File: config.mk
export PLATFORM = sky130hd
export DESIGN_NAME = zz_pipe_alu_accum
export DESIGN_NICKNAME = d
export VERILOG_FILES = /design/src/rtl/zz_pipe_alu_accum.sv
export SDC_FILE = /design/constraint.sdc
export NUM_CORES = 1
export LEC_CHECK = 0
export CORE_MARGIN = 5
export CORE_UTILIZATION = 55
export CTS_BUF_LIST = sky130_fd_sc_hd__clkbuf_8 sky130_fd_sc_hd__clkbuf_16
export DETAILED_ROUTE_END_ITERATION = 16
export PLACE_DENSITY = 0.87
export SYNTH_ARGS = -nofsm -noshare
export SYNTH_HDL_FRONTEND = slang
export SYNTH_SLANG_ARGS = --single-unit
File: constraint.sdc
create_clock -name clk -period 7.2 [get_ports clk]
set_input_delay 1.8 -clock clk [delete_from_list [all_inputs] [get_ports clk]]
set_output_delay 1.8 -clock clk [all_outputs]
set_load 0.05 [all_outputs]
File: src/rtl/zz_pipe_alu_accum.sv
// Two-stage pipelined ALU with add, subtract, accumulate and clear operations.
// Overflow on any op either saturates or wraps, selected by SATURATE.
module zz_pipe_alu_accum #(
  parameter int WIDTH     = 8,
  parameter int ACC_WIDTH = 16,
  parameter int SATURATE  = 1
) (
  input  logic                 clk,
  input  logic                 rst_n,
  input  logic                 ena,
  input  logic                 in_valid,
  input  logic [1:0]           mode,
  input  logic [WIDTH-1:0]     a,
  input  logic [WIDTH-1:0]     b,
  output logic                 out_valid,
  output logic [WIDTH-1:0]     result,
  output logic                 ovf,
  output logic [ACC_WIDTH-1:0] acc,
  output logic                 acc_ovf
);

  typedef enum logic [1:0] {
    MODE_ADD = 2'b00,
    MODE_SUB = 2'b01,
    MODE_ACC = 2'b10,
    MODE_CLR = 2'b11
  } mode_e;

  // Stage 1: captured operands
  logic                 v1_q, v1_d;
  mode_e                mode1_q, mode1_d;
  logic [WIDTH-1:0]     a1_q, a1_d;
  logic [WIDTH-1:0]     b1_q, b1_d;

  // Stage 2: registered outputs and accumulator state
  logic                 out_valid_q, out_valid_d;
  logic [WIDTH-1:0]     result_q, result_d;
  logic                 ovf_q, ovf_d;
  logic [ACC_WIDTH-1:0] acc_q, acc_d;
  logic                 acc_ovf_q, acc_ovf_d;

  logic [WIDTH:0]       sum_w;
  logic [WIDTH-1:0]     diff_w;
  logic                 borrow_w;
  logic [ACC_WIDTH:0]   acc_sum_w;
  logic                 acc_carry_w;
  logic [ACC_WIDTH-1:0] acc_new_w;

  always_comb begin
    sum_w       = {1'b0, a1_q} + {1'b0, b1_q};
    diff_w      = a1_q - b1_q;
    borrow_w    = (b1_q > a1_q);
    // The full (a+b) carry is kept so ACC adds the true operand sum.
    acc_sum_w   = {1'b0, acc_q} + {{(ACC_WIDTH-WIDTH){1'b0}}, sum_w};
    acc_carry_w = acc_sum_w[ACC_WIDTH];
    if (acc_carry_w && (SATURATE != 0)) begin
      acc_new_w = {ACC_WIDTH{1'b1}};
    end else begin
      acc_new_w = acc_sum_w[ACC_WIDTH-1:0];
    end
  end

  always_comb begin
    v1_d    = v1_q;
    mode1_d = mode1_q;
    a1_d    = a1_q;
    b1_d    = b1_q;
    if (ena) begin
      v1_d    = in_valid;
      mode1_d = mode_e'(mode);
      a1_d    = a;
      b1_d    = b;
    end
  end

  always_comb begin
    out_valid_d = out_valid_q;
    result_d    = result_q;
    ovf_d       = ovf_q;
    acc_d       = acc_q;
    acc_ovf_d   = acc_ovf_q;
    if (ena) begin
      out_valid_d = v1_q;
      if (v1_q) begin
        unique case (mode1_q)
          MODE_ADD: begin
            ovf_d = sum_w[WIDTH];
            if (sum_w[WIDTH] && (SATURATE != 0)) begin
              result_d = {WIDTH{1'b1}};
            end else begin
              result_d = sum_w[WIDTH-1:0];
            end
          end
          MODE_SUB: begin
            ovf_d = borrow_w;
            if (borrow_w && (SATURATE != 0)) begin
              result_d = '0;
            end else begin
              result_d = diff_w;
            end
          end
          MODE_ACC: begin
            ovf_d     = acc_carry_w;
            acc_d     = acc_new_w;
            acc_ovf_d = acc_ovf_q | acc_carry_w;
            result_d  = acc_new_w[WIDTH-1:0];
          end
          MODE_CLR: begin
            ovf_d     = 1'b0;
            acc_d     = '0;
            acc_ovf_d = 1'b0;
            result_d  = '0;
          end
          default: begin
            ovf_d = ovf_q;
          end
        endcase
      end
    end
  end

  always_ff @(posedge clk or negedge rst_n) begin
    if (!rst_n) begin
      v1_q        <= 1'b0;
      mode1_q     <= MODE_ADD;
      a1_q        <= '0;
      b1_q        <= '0;
      out_valid_q <= 1'b0;
      result_q    <= '0;
      ovf_q       <= 1'b0;
      acc_q       <= '0;
      acc_ovf_q   <= 1'b0;
    end else begin
      v1_q        <= v1_d;
      mode1_q     <= mode1_d;
      a1_q        <= a1_d;
      b1_q        <= b1_d;
      out_valid_q <= out_valid_d;
      result_q    <= result_d;
      ovf_q       <= ovf_d;
      acc_q       <= acc_d;
      acc_ovf_q   <= acc_ovf_d;
    end
  end

  assign out_valid = out_valid_q;
  assign result    = result_q;
  assign ovf       = ovf_q;
  assign acc       = acc_q;
  assign acc_ovf   = acc_ovf_q;

endmodule
==> metrics.md <==
| Metric | Value |
|---|---|
| Met3 Use GR | 3.14% |
| Clock power share | around 15% |
| Layout cells sized above 1 | ~8.0% |
| Met1 global-route usage | 26.5% |
| Clk slew on worst S/H paths | 0.09 ns |
| Critical Path Slowest Stage Cell | clkdlybuf4s50_1 |
| Net Sw Frac | 46.9% |
| Final Routed Wirelength | 7440 um |
| Maximum clock frequency | about 220 MHz |
| Rel. slew slack | 32.4% |
| Vias | between 2000 and 3000 |
| Critical path required time | 7.40 ns |
| Maxcap violations | 0 |
| Dpl hpwl | 5720 um |
| Hold Fails Final Rpt | 0 |
| Fillers | 473 |
| Largest net degree at the start of global routing | 47 |
| Leakage dissipation | approximately 1.7 nW |
| Int Power | around 0.70 mW |
| Final net count | 450 |
| Synth Area in Adders | between 10% and 20% |
| RSZ-0062 raised after global routing | no |
| Seq pwr share | 28.2% |
| Die Y | between 80 and 90 um |
| Max FO, Critical Path | 32 |
| Routed Antenna Nets | 0 |
| Syn-to-layout area delta | 19.1% |
| Share of total power in combinational logic | 57.2% |
| Initial antenna violation count | 0 |
| GRT busiest layer | met2 |
| Boundary Pins | 49 |
| Synth Area in XOR/XNOR | under 10% |
| Pin slew with the least headroom to its limit | 1.01 ns |
| Worst r2r path cells | 13 |
| Ant diodes | 0 |
| Setup Buffers After CTS | 0 |
| Post-synth top flop | dfrtp_1 |
| Cell taking the most area after synthesis | dfrtp_1 |
| Mapped Cells | 359 |
| Peak VDD IR | 211 uV |
| CTS tree | yes |
| Placement Setup Slack | approximately 2.3 ns |
| Global-route wire length before repair | between 10000 and 15000 um |
| Synth cell types | 61 |
| Die W | 86.5 um |
| Port bufs | between 40 and 50 |
| Placed Instances | 465 |
| Drt via density | roughly 6.0 |
| RePlAce Congestion | 0.921 |
| Multi-input logic area | slightly below 0.002 sq mm |
| Slowest Stage Delay on Critical Path | 1.12 ns |
| Clk_skew | 0.00735 ns |
| Simple-Gate Fraction of Synth Area | between 10 and 15% |
| Vias in the first global route | 2771 |
| Wire length per cell | approximately 16 um |
| Worst setup margin | 2.55 ns |
| Pwr/cell area | 343 mW/mm^2 |
| Die Footprint | 0.00749 sq mm |
| Post-synthesis compound-gate area fraction | roughly a quarter |
| Register area | 0.00115 sq mm |
| DP Area | around 0.0037 sq mm |
| Final setup viols | 0 |
| Final Cycle Share | 64.6% |
| Critical Path Sink Type | flip-flop |
| Router iterations before antenna repair | 5 |
| Syn Area/Cell | 8.97 sq um |
| Hold Buf Count CTS | 0 |
| Clock Path Buffers | 2 |
| Setup TNS | 0 ns |
| Largest family of logic cells by synthesized area | compound AO/OA/AOI/OAI gates |
| DRC | 0 |
| Global route overflow | 0 |
| Mux contribution to synthesized area | 3.85% |
| GRT Overall Usage | 20.8% |
| Flops & latches, synth | 46 |
| Post-CTS Resized | 0 |
| Worst skew pair latency | 0.30 ns |
| CP Class | input port to flip-flop |
| Status | completed |
| Synth area leaders | dfrtp_1 36%, ha_1 9.7%, o21ai_0 5.3%, a21oi_1 5.0%, nand2_1 4.3% |
| Initial core utilization | around 57% |
| CP Cell Sequence | clkdlybuf4s50_1 -> and2_1 -> nand2_1 -> nor2_1 -> o21ai_0 -> o311ai_1 |
| Synthesized cell area | 0.00322 sq mm |
| Root Buffer | clkbuf_8 |
| Final Util | 68.4% |
| Final min period | 4.65 ns |
| DRT iter0 DRCs | 169 |
| Critical Path AT | between 4 and 5 ns |
| Worst hold stages | 2 |
| Slew Limit Fails | 0 |
| Htree depth | 2 |
| Share of the synthesized area in the top cell type | 35.7% |
| Yosys warns | 0 |
| Num rows | 27 |
| Total clock sinks | 46 |
| CTS Buf Count | 5 |
| Post-synth EDFFs | 0 |
| Crit start category | input port |
| Design area | 0.00384 sq mm |
| P_sw | 0.617 mW |
| Seq/Total Area, Yosys | between 30 and 40% |
| Async SR Flop Fraction | 100% |
| Fin cells | 473 |
| Synth Net Count | 409 |
| Met2 Use GR | 36.9% |
| Core box area | 0.00561 sq mm |
| Hold Crit Class | flip-flop to flip-flop |
per-layer routing:
layer	vias to the layer above	wire length, um
li1	1381	-
met4	0	89
met3	13	440
met5	-	0
met2	95	3710
met1	1366	3200
stage by stage:
step | hold slack (ns) | power (mW)
2_1_floorplan | 0.509 | 0.908
3_3_place_gp | 0.480 | 1.10
3_5_place_dp | 0.504 | 1.12
4_1_cts | 0.525 | 1.32
5_1_grt | 0.554 | 1.40
6_report | 0.515 | 1.32
cells in the mapped netlist, drive strengths merged (6+ instances only):
cell type   n
a211oi      7
a21oi      32
clkbuf      9
dfrtp      46
ha         25
inv        22
mux2       11
nand2      37
nand3       6
nor2       25
o21ai      36
xnor2      10
logic make-up (layout without fill, tap and decap cells):
group,count (synthesis),after routing
XOR/XNOR,14,14
adder cells (fa/ha/maj),28,28
AND/OR/NAND/NOR,97,97
buffers and inverters,37,79
AO/OA/AOI/OAI,126,126
multiplexers,11,11
flip-flops,46,46
state kept, by name, indices dropped and copies added (netlist names):
signal	flops
a1_q	8
acc	16
acc_ovf	1
b1_q	8
mode1_q	2
out_valid	1
ovf	1
result	8
v1_q	1
cells in the final DEF, fill, tap and decap left out, types with 3 or more instances in the layout:
cell and n:
and3_1 4, fa_1 3, o211ai_1 4, nand2b_1 4
nand2_1 37, clkbuf_8 5, or2_2 3, dfrtp_1 46
inv_1 23, a211oi_1 5, mux2_2 11, o31ai_1 5
nor2_1 24, o21bai_1 4, a221oi_1 3, xor2_1 4
a21o_1 5, xnor2_1 10, nand3_1 6, clkdlybuf4s50_1 47
ha_1 25, o21ai_0 34, o22ai_1 5, a31oi_1 4
a21oi_1 32
critical path: cells and delay by family:
family | cells | cell delay (ns)
AOI/OAI and AO/OA | 2 | 0.42
and+or+nand+nor | 3 | 1.51
buffers and inverters | 1 | 1.12
power by group through the flow:
stage          clock network, mW  logic, mW  registers [mW]
2_1_floorplan                  0      0.381           0.527
3_3_place_gp                   0      0.729           0.374
3_5_place_dp                   0      0.745           0.377
4_1_cts                    0.195      0.749           0.371
5_1_grt                    0.205      0.818           0.380
6_report                   0.192      0.754           0.371
layout make-up:
| type | instances | area share [%] |
|---|---|---|
| clock buffers | 5 | 1.79 |
| multi-input cells | 276 | 50.1 |
| well taps | 72 | 2.35 |
| repair buffers | 48 | 12.4 |
| flip-flops and latches | 46 | 30.0 |
| clock inverters | 3 | 1.08 |
| inverters | 23 | 2.25 |
worst paths after layout:
path / from / end / slack [ns]
max: ena / result[0] / 2.55
min reg2reg: ovf / ovf / 0.52
max in group asynchronous: rst_n / result[7] / 4.91
min in group asynchronous: rst_n / acc[5] / 1.67
max reg2reg: a1_q[1] / result[0] / 3.25
min: ovf / ovf / 0.52
Note: power is estimated with default switching activity, not from simulation.
